## config.mk

```make
export PLATFORM = sky130hd
export DESIGN_NAME = marine_radar_trigger_gate
export DESIGN_NICKNAME = d
export VERILOG_FILES = /design/src/rtl/marine_radar_trigger_gate_pkg.sv /design/src/rtl/marine_radar_hyst_detect.sv /design/src/rtl/marine_radar_trigger_gate.sv
export SDC_FILE = /design/constraint.sdc
export NUM_CORES = 1
export LEC_CHECK = 0
export ABC_AREA = 1
export BUFFER_PORTS_ARGS = -buffer_cell sky130_fd_sc_hd__buf_2
export CAP_MARGIN = 20
export CELL_PAD_IN_SITES_DETAIL_PLACEMENT = 0
export CELL_PAD_IN_SITES_GLOBAL_PLACEMENT = 1
export CORE_MARGIN = 10
export CORE_UTILIZATION = 43
export CTS_CLUSTER_SIZE = 12
export DETAILED_ROUTE_END_ITERATION = 8
export GPL_ROUTABILITY_DRIVEN = 0
export PLACE_DENSITY_LB_ADDON = 0.3
export SYNTH_ARGS = -nofsm -noshare
export SYNTH_HDL_FRONTEND = slang
export SYNTH_HIERARCHICAL = 1
export SYNTH_SLANG_ARGS = --single-unit
```

## constraint.sdc

```tcl
create_clock -name master_clk -period 5.7 [get_ports master_clk]
set_clock_uncertainty 0.15 [all_clocks]
set_input_delay 0.285 -clock master_clk [delete_from_list [all_inputs] [get_ports master_clk]]
set_output_delay 0.285 -clock master_clk [all_outputs]
set_load 0.005 [all_outputs]
```

## src/rtl/marine_radar_trigger_gate_pkg.sv

```systemverilog
// Shared encodings and constants for the marine radar trigger gate.
package marine_radar_trigger_gate_pkg;

    typedef enum logic [1:0] {
        GATE_IDLE    = 2'd0,
        GATE_DELAY   = 2'd1,
        GATE_CAPTURE = 2'd2
    } gate_state_t;

    typedef enum logic {
        DET_RELAXED = 1'b0,
        DET_EXCITED = 1'b1
    } det_state_t;

    localparam logic [15:0] MISSED_SAT = 16'hFFFF;

    // Saturating increment used for the missed-trigger counter.
    function automatic logic [15:0] sat_inc16(input logic [15:0] value);
        return (value == MISSED_SAT) ? value : (value + 16'd1);
    endfunction

endpackage

```

## src/rtl/marine_radar_hyst_detect.sv

```systemverilog
// Hysteresis trigger detector: fires once a run of samples at or above the
// excite threshold reaches the latency length, then re-arms only after a
// sample falls below the relax threshold. Also used for 1-bit ARP/ACP channels.
module marine_radar_hyst_detect
    import marine_radar_trigger_gate_pkg::*;
#(
    parameter int DW = 12,
    parameter int CW = 16
) (
    input  logic          i_clk,
    input  logic          i_rst,
    input  logic          i_clear,
    input  logic          i_strobe,
    input  logic [DW-1:0] i_sample,
    input  logic [DW-1:0] i_excite,
    input  logic [DW-1:0] i_relax,
    input  logic [CW-1:0] i_latency,
    output logic          o_fire
);

    localparam logic [CW-1:0] ONE = CW'(1'b1);

    det_state_t    r_state;
    det_state_t    w_state_next;
    logic [CW-1:0] r_run;
    logic [CW-1:0] w_run_next;
    logic [CW-1:0] w_run_inc;
    logic [CW-1:0] w_lat_eff;

    // A latency of zero is treated as a single-sample run.
    assign w_lat_eff = (i_latency == {CW{1'b0}}) ? ONE : i_latency;
    assign w_run_inc = r_run + ONE;

    // Detector state and run counter registers.
    always_ff @(posedge i_clk) begin
        if (i_rst) begin
            r_state <= DET_RELAXED;
            r_run   <= {CW{1'b0}};
        end else begin
            r_state <= w_state_next;
            r_run   <= w_run_next;
        end
    end

    // Next-state logic and fire decision, advancing only on strobe.
    always_comb begin
        w_state_next = r_state;
        w_run_next   = r_run;
        o_fire       = 1'b0;
        if (i_clear) begin
            w_state_next = DET_RELAXED;
            w_run_next   = {CW{1'b0}};
        end else if (i_strobe) begin
            case (r_state)
                DET_RELAXED: begin
                    if (i_sample < i_excite) begin
                        w_run_next = {CW{1'b0}};
                    end else if (w_run_inc == w_lat_eff) begin
                        o_fire       = 1'b1;
                        w_state_next = DET_EXCITED;
                        w_run_next   = {CW{1'b0}};
                    end else begin
                        w_run_next = w_run_inc;
                    end
                end
                DET_EXCITED: begin
                    if (i_sample < i_relax) begin
                        w_state_next = DET_RELAXED;
                    end else begin
                        w_state_next = DET_EXCITED;
                    end
                end
                default: begin
                    w_state_next = DET_RELAXED;
                    w_run_next   = {CW{1'b0}};
                end
            endcase
        end else begin
            w_state_next = r_state;
        end
    end

endmodule

```

## src/rtl/marine_radar_trigger_gate.sv

```systemverilog
// Radar trigger gate: detects trigger pulses and, after a programmable delay,
// gates a fixed number of video samples toward the RX packer.
module marine_radar_trigger_gate
    import marine_radar_trigger_gate_pkg::*;
#(
    parameter int DW = 12,
    parameter int CW = 16
) (
    input  logic          master_clk,
    input  logic          rx_dsp_reset,
    input  logic          enable_rx,
    input  logic          sample_strobe,
    input  logic [DW-1:0] trig_in,
    input  logic [DW-1:0] trig_thresh_excite,
    input  logic [DW-1:0] trig_thresh_relax,
    input  logic [CW-1:0] trig_latency,
    input  logic [CW-1:0] trig_delay,
    input  logic [CW-1:0] n_samples,
    input  logic          new_mode,
    output logic          trig_pulse,
    output logic          capture_en,
    output logic          capture_first,
    output logic          capture_last,
    output logic [31:0]   trig_count,
    output logic [15:0]   missed_count
);

    localparam logic [CW-1:0] ONE = CW'(1'b1);

    logic          w_fire;
    gate_state_t   r_state;
    gate_state_t   w_state_next;
    logic [CW-1:0] r_cnt;
    logic [CW-1:0] w_cnt_next;
    logic [CW-1:0] w_cnt_inc;
    logic [CW-1:0] r_delay;
    logic [CW-1:0] w_delay_next;
    logic [CW-1:0] r_n;
    logic [CW-1:0] w_n_next;
    logic [31:0]   r_trig_count;
    logic [31:0]   w_trig_count_next;
    logic [15:0]   r_missed;
    logic [15:0]   w_missed_next;
    logic          r_pulse;
    logic          r_cap;
    logic          r_first;
    logic          r_last;
    logic          w_pulse;
    logic          w_cap;
    logic          w_first;
    logic          w_last;

    marine_radar_hyst_detect #(.DW(DW), .CW(CW)) u_detect (
        .i_clk     (master_clk),
        .i_rst     (rx_dsp_reset),
        .i_clear   (!enable_rx),
        .i_strobe  (sample_strobe),
        .i_sample  (trig_in),
        .i_excite  (trig_thresh_excite),
        .i_relax   (trig_thresh_relax),
        .i_latency (trig_latency),
        .o_fire    (w_fire)
    );

    assign w_cnt_inc = r_cnt + ONE;

    // Gate FSM state, latched settings, counters and registered outputs.
    always_ff @(posedge master_clk) begin
        if (rx_dsp_reset) begin
            r_state      <= GATE_IDLE;
            r_cnt        <= {CW{1'b0}};
            r_delay      <= {CW{1'b0}};
            r_n          <= {CW{1'b0}};
            r_trig_count <= 32'd0;
            r_missed     <= 16'd0;
            r_pulse      <= 1'b0;
            r_cap        <= 1'b0;
            r_first      <= 1'b0;
            r_last       <= 1'b0;
        end else begin
            r_state      <= w_state_next;
            r_cnt        <= w_cnt_next;
            r_delay      <= w_delay_next;
            r_n          <= w_n_next;
            r_trig_count <= w_trig_count_next;
            r_missed     <= w_missed_next;
            r_pulse      <= w_pulse;
            r_cap        <= w_cap;
            r_first      <= w_first;
            r_last       <= w_last;
        end
    end

    // Gate FSM next state and output decode; new_mode overrides a same-cycle fire.
    always_comb begin
        w_state_next      = r_state;
        w_cnt_next        = r_cnt;
        w_delay_next      = r_delay;
        w_n_next          = r_n;
        w_trig_count_next = r_trig_count;
        w_missed_next     = r_missed;
        w_pulse           = 1'b0;
        w_cap             = 1'b0;
        w_first           = 1'b0;
        w_last            = 1'b0;
        if (!enable_rx || new_mode) begin
            w_state_next = GATE_IDLE;
            w_cnt_next   = {CW{1'b0}};
        end else if (sample_strobe) begin
            case (r_state)
                GATE_IDLE: begin
                    if (w_fire) begin
                        w_pulse           = 1'b1;
                        w_trig_count_next = r_trig_count + 32'd1;
                        w_delay_next      = trig_delay;
                        w_n_next          = n_samples;
                        w_cnt_next        = {CW{1'b0}};
                        if (n_samples == {CW{1'b0}}) begin
                            w_state_next = GATE_IDLE;
                        end else if (trig_delay == {CW{1'b0}}) begin
                            w_state_next = GATE_CAPTURE;
                        end else begin
                            w_state_next = GATE_DELAY;
                        end
                    end else begin
                        w_state_next = GATE_IDLE;
                    end
                end
                GATE_DELAY: begin
                    if (w_fire) begin
                        w_missed_next = sat_inc16(r_missed);
                    end else begin
                        w_missed_next = r_missed;
                    end
                    if (w_cnt_inc == r_delay) begin
                        w_state_next = GATE_CAPTURE;
                        w_cnt_next   = {CW{1'b0}};
                    end else begin
                        w_cnt_next = w_cnt_inc;
                    end
                end
                GATE_CAPTURE: begin
                    if (w_fire) begin
                        w_missed_next = sat_inc16(r_missed);
                    end else begin
                        w_missed_next = r_missed;
                    end
                    w_cap   = 1'b1;
                    w_first = (r_cnt == {CW{1'b0}});
                    w_last  = (w_cnt_inc == r_n);
                    if (w_cnt_inc == r_n) begin
                        w_state_next = GATE_IDLE;
                        w_cnt_next   = {CW{1'b0}};
                    end else begin
                        w_cnt_next = w_cnt_inc;
                    end
                end
                default: begin
                    w_state_next = GATE_IDLE;
                    w_cnt_next   = {CW{1'b0}};
                end
            endcase
        end else begin
            w_state_next = r_state;
        end
    end

    assign trig_pulse    = r_pulse;
    assign capture_en    = r_cap;
    assign capture_first = r_first;
    assign capture_last  = r_last;
    assign trig_count    = r_trig_count;
    assign missed_count  = r_missed;

endmodule

```

==> report_table.html <==
<table>
<tr><th>Metric</th><th>Value</th></tr>
<tr><th colspan="2">Power and ir drop</th></tr>
<tr><td>Net switching share of the total power</td><td>24.53%</td></tr>
<tr><td>Sequential group share of total power</td><td>39.6%</td></tr>
<tr><td>Psw</td><td>0.5159 mW</td></tr>
<tr><td>Power share of the combinational group</td><td>6.5%</td></tr>
<tr><td>Fraction of power consumed by the clock network</td><td>53.8%</td></tr>
<tr><td>Leakage power</td><td>4.047 nW</td></tr>
<tr><td>Post-layout power</td><td>2.103 mW</td></tr>
<tr><td>P_int</td><td>1.587 mW</td></tr>
<tr><td>Power density over the cells</td><td>222.1 nW/um^2</td></tr>
<tr><td>Maximum ir drop on the vdd rail</td><td>0.2337 mV</td></tr>
<tr><th colspan="2">Finish</th></tr>
<tr><td>Final core area utilization</td><td>52.71%</td></tr>
<tr><td>Post-route insts no fill</td><td>1590</td></tr>
<tr><td>Proportion of layout cells with a drive suffix above 1</td><td>20.59%</td></tr>
<tr><td>Design area</td><td>9469 sq um</td></tr>
<tr><td>Multi-input gate area</td><td>4732 sq um</td></tr>
<tr><td>Number of inserted filler cells in the final layout</td><td>1858</td></tr>
<tr><td>Sequential Area</td><td>2382 sq um</td></tr>
<tr><td>Post-layout nets</td><td>1466</td></tr>
<tr><td>Area added between synthesis and finish</td><td>20.24%</td></tr>
<tr><th colspan="2">Synth</th></tr>
<tr><td>Asr flop ratio synth</td><td>0%</td></tr>
<tr><td>Number of different library cells in the post-synthesis netlist</td><td>50</td></tr>
<tr><td>Mux contribution to synthesized area</td><td>0%</td></tr>
<tr><td>Fraction of the mapped netlist area in compound gates</td><td>12.63%</td></tr>
<tr><td>Cell area after synthesis</td><td>7875 sq um</td></tr>
<tr><td>Number of warnings printed during yosys synthesis</td><td>6</td></tr>
<tr><td>Adder-cell share of the synthesized area</td><td>4.766%</td></tr>
<tr><td>Synth Flop Type</td><td>sky130_fd_sc_hd__dfxtp_1</td></tr>
<tr><td>Sequential area share after synthesis</td><td>30.25%</td></tr>
<tr><td>Number of enable-type register cells in the synthesized netlist</td><td>0</td></tr>
<tr><td>Post-synthesis register bit count</td><td>119</td></tr>
<tr><td>XOR/XNOR Fraction of Synth Area</td><td>3.035%</td></tr>
<tr><td>Combinational family with the most area after synthesis</td><td>simple AND/OR/NAND/NOR gates</td></tr>
<tr><td>Syn Area/Cell</td><td>6.552 sq um</td></tr>
<tr><td>Count of mapped cells out of synthesis</td><td>1202</td></tr>
<tr><td>Synthesized netlist net count</td><td>1321</td></tr>
<tr><td>Simple-gate area share of the yosys netlist</td><td>39.66%</td></tr>
<tr><th colspan="2">Floorplanning</th></tr>
<tr><td>Overall die height</td><td>155.3 microns</td></tr>
<tr><td>Floorplan core area</td><td>17960 sq um</td></tr>
<tr><td>Initial cell density of the core</td><td>43.84%</td></tr>
<tr><td>Die area</td><td>24130 sq um</td></tr>
<tr><td>Number of placement rows</td><td>49</td></tr>
<tr><td>Ports</td><td>141</td></tr>
<tr><td>Die span in x</td><td>155.3 microns</td></tr>
<tr><th colspan="2">CTS</th></tr>
<tr><td>Post-CTS setup buffer count</td><td>0</td></tr>
<tr><td>CTS root buffer</td><td>sky130_fd_sc_hd__clkbuf_16</td></tr>
<tr><td>Latest clock arrival within the worst-skew pair</td><td>0.42 ns</td></tr>
<tr><td>Buffers from clock root to sink, at most</td><td>2</td></tr>
<tr><td>Number of buffers created by CTS</td><td>17</td></tr>
<tr><td>Clk slew on worst S/H paths</td><td>0.06 ns</td></tr>
<tr><td>CTS tree</td><td>built</td></tr>
<tr><td>H-Tree Level Count</td><td>4</td></tr>
<tr><td>Clk sink count</td><td>119</td></tr>
<tr><th colspan="2">Critical path</th></tr>
<tr><td>Startpoint kind of the worst setup timing path</td><td>register</td></tr>
<tr><td>Crit Path Max Fanout</td><td>57</td></tr>
<tr><td>Critical Path AT</td><td>4.73 ns</td></tr>
<tr><td>Data required time of the worst path</td><td>5.84 ns</td></tr>
<tr><td>Kind of critical path</td><td>reg2reg</td></tr>
<tr><td>Critical path endpoint category</td><td>register</td></tr>
<tr><th colspan="2">Outcome</th></tr>
<tr><td>Outcome</td><td>finished, final reports clean</td></tr>
<tr><th colspan="2">Hold path</th></tr>
<tr><td>HP Class</td><td>in2reg</td></tr>
<tr><th colspan="2">Drt</th></tr>
<tr><td>Count of nets left with antenna violations after detail routing</td><td>0</td></tr>
<tr><td>Drc violations</td><td>0</td></tr>
<tr><td>Vias</td><td>7915</td></tr>
<tr><td>Vias/cell</td><td>4.978</td></tr>
<tr><td>DRC marker count from the first detailed-route iteration</td><td>466</td></tr>
<tr><td>Detailed-route wire length</td><td>23240 microns</td></tr>
<tr><td>Per-cell routed wire length</td><td>14.62 microns</td></tr>
<tr><td>Router iterations before antenna repair</td><td>5</td></tr>
<tr><th colspan="2">Timing</th></tr>
<tr><td>Final worst path period need</td><td>4.587 ns</td></tr>
<tr><td>Final hold slack</td><td>0.01061 ns</td></tr>
<tr><td>Final setup violating endpoints</td><td>0</td></tr>
<tr><td>Crit share post-route</td><td>80.48%</td></tr>
<tr><td>Final Slew Violations</td><td>0</td></tr>
<tr><td>Setup_tns</td><td>0 ns</td></tr>
<tr><td>RSZ-0062 raised after global routing</td><td>no</td></tr>
<tr><td>Worst Max-Slew Pin Slew</td><td>0.8966 ns</td></tr>
<tr><td>Highest attainable clock frequency</td><td>218.0 MHz</td></tr>
<tr><td>Setup ws final</td><td>1.113 ns</td></tr>
<tr><td>Number of failing hold endpoints at the final stage</td><td>0</td></tr>
<tr><td>Max-Slew Margin vs Limit</td><td>40.14%</td></tr>
<tr><th colspan="2">Placement</th></tr>
<tr><td>Number of buffers added on ports</td><td>140</td></tr>
<tr><td>Number of cells in the design after placement</td><td>1545</td></tr>
<tr><td>HPWL after detailed placement</td><td>17860 microns</td></tr>
<tr><td>Worst setup slack after placement</td><td>1.141 ns</td></tr>
<tr><td>Post-Place Cell Area</td><td>8732 sq um</td></tr>
<tr><th colspan="2">GRT</th></tr>
<tr><td>Initial antenna violation count</td><td>1</td></tr>
<tr><td>Leftover overflow at the end of global routing</td><td>0</td></tr>
<tr><td>Largest net degree at the start of global routing</td><td>58</td></tr>
<tr><td>GRT Util Overall</td><td>18.92%</td></tr>
<tr><td>First-pass GRT wire length</td><td>37580 microns</td></tr>
<tr><td>Via count of the first global-routing pass</td><td>7546</td></tr>
<tr><th colspan="2">Job</th></tr>
<tr><td>Max_cap viols</td><td>0</td></tr>
</table>
[critical path: stages, from the launching register on]
cell,delay [ns]
sky130_fd_sc_hd__dfxtp_1,0.44
sky130_fd_sc_hd__ha_1,0.26
sky130_fd_sc_hd__nand3_2,0.15
sky130_fd_sc_hd__or2_1,0.28
sky130_fd_sc_hd__nand3_1,0.07
sky130_fd_sc_hd__nand2_1,0.06
sky130_fd_sc_hd__nor2_2,0.11
sky130_fd_sc_hd__nand2_2,0.07
sky130_fd_sc_hd__nor2_4,0.15
sky130_fd_sc_hd__nand4_1,0.14
sky130_fd_sc_hd__nor2_1,0.22
sky130_fd_sc_hd__nand3_2,0.12
sky130_fd_sc_hd__nor2_4,0.38
sky130_fd_sc_hd__inv_2,0.47
sky130_fd_sc_hd__nor2_2,0.30
sky130_fd_sc_hd__nand2_1,0.11
sky130_fd_sc_hd__nor2_2,0.12
sky130_fd_sc_hd__nand4_2,0.11
sky130_fd_sc_hd__nor3_2,0.27
sky130_fd_sc_hd__nand2_1,0.12
sky130_fd_sc_hd__nor2_1,0.14
sky130_fd_sc_hd__nand2_1,0.06
sky130_fd_sc_hd__nor3b_2,0.14
[logic make-up (layout without fill, tap and decap cells)]
kind of cell | count (synthesis) | count (layout)
buffers and inverters | 193 | 351
adder cells (fa/ha/maj) | 30 | 30
XOR/XNOR | 24 | 24
flip-flops | 119 | 119
AO/OA/AOI/OAI | 176 | 176
AND/OR/NAND/NOR | 660 | 660
other | 0 | 1
[cell usage in the layout, fill, tap and decap left out, types with 17 or more instances in the layout]
| cell | count |
|---|---|
| sky130_fd_sc_hd__a21oi_1 | 84 |
| sky130_fd_sc_hd__a21oi_2 | 20 |
| sky130_fd_sc_hd__buf_2 | 140 |
| sky130_fd_sc_hd__clkbuf_16 | 17 |
| sky130_fd_sc_hd__dfxtp_1 | 119 |
| sky130_fd_sc_hd__ha_1 | 30 |
| sky130_fd_sc_hd__inv_1 | 160 |
| sky130_fd_sc_hd__nand2_1 | 289 |
| sky130_fd_sc_hd__nand2_2 | 33 |
| sky130_fd_sc_hd__nand3_1 | 87 |
| sky130_fd_sc_hd__nand4_1 | 31 |
| sky130_fd_sc_hd__nor2_1 | 121 |
| sky130_fd_sc_hd__nor2_2 | 17 |
| sky130_fd_sc_hd__nor3_1 | 22 |
| sky130_fd_sc_hd__o21ai_0 | 60 |
[cell usage after synthesis, types with 17 or more instances]
library cell	n	area share, %
sky130_fd_sc_hd__nand2_1	289	14
sky130_fd_sc_hd__inv_1	160	7.6
sky130_fd_sc_hd__nor2_1	121	5.8
sky130_fd_sc_hd__dfxtp_1	119	30
sky130_fd_sc_hd__nand3_1	87	5.5
sky130_fd_sc_hd__a21oi_1	84	5.3
sky130_fd_sc_hd__o21ai_0	60	3.8
sky130_fd_sc_hd__nand2_2	33	2.6
sky130_fd_sc_hd__nand4_1	31	2.5
sky130_fd_sc_hd__ha_1	30	4.8
sky130_fd_sc_hd__nor3_1	22	1.4
sky130_fd_sc_hd__a21oi_2	20	2.2
sky130_fd_sc_hd__clkbuf_1	19	0.91
sky130_fd_sc_hd__nor2_2	17	1.4
[repair_timing]
action | CTS | global route
setup endpoints to repair | 0 | 0
hold endpoints to repair | 12 | 0
hold buffers | 12 | 0
gates resized for setup | 0 | 0
[per-layer routing]
metal	share of wire [%]	wire length, microns	global-route usage (%)
met3	4.9	1146	4.163
met1	44	10310	23.37
met2	49	11500	32.48
met4	1.2	288	4.768
met5	0	0	0
[final timing paths]
kind,from,end,slack (ns),cells after the start
setup / recovery,u_detect/r_run[0],trig_count[30],1.11,22
hold / removal,trig_delay[14],r_delay[14],0.01,3
setup reg to reg,u_detect/r_run[0],trig_count[30],1.11,22
hold reg to reg,trig_count[31],trig_count[31],0.32,2
[state kept, by name, summed over array words and instances (netlist names)]
name	count
trig_count	32
capture_first	1
r_cnt	16
r_state	2
u_detect/r_state	1
capture_last	1
u_detect/r_run	16
r_delay	16
trig_pulse	1
capture_en	1
r_n	16
missed_count	16
[layout make-up]
cell class	count	area share (%)
clock inverters	15	1.995
diodes	1	0.02643
inverters	166	6.580
repair buffers	153	8.747
flip-flops and latches	119	25.16
clock buffers	17	4.493
multi-input cells	890	49.97
well taps	229	3.026
[power groups by stage]
| stage | sequential, mW | combinational, mW | clock [mW] |
|---|---|---|---|
| after floorplan | 0.851 | 0.0733 | 0 |
| after global placement | 0.851 | 0.131 | 0 |
| after detailed placement | 0.851 | 0.132 | 0 |
| after CTS | 0.833 | 0.139 | 1.15 |
| after global routing | 0.833 | 0.158 | 1.18 |
| final | 0.833 | 0.138 | 1.13 |
Note: power is estimated with default switching activity, not from simulation.
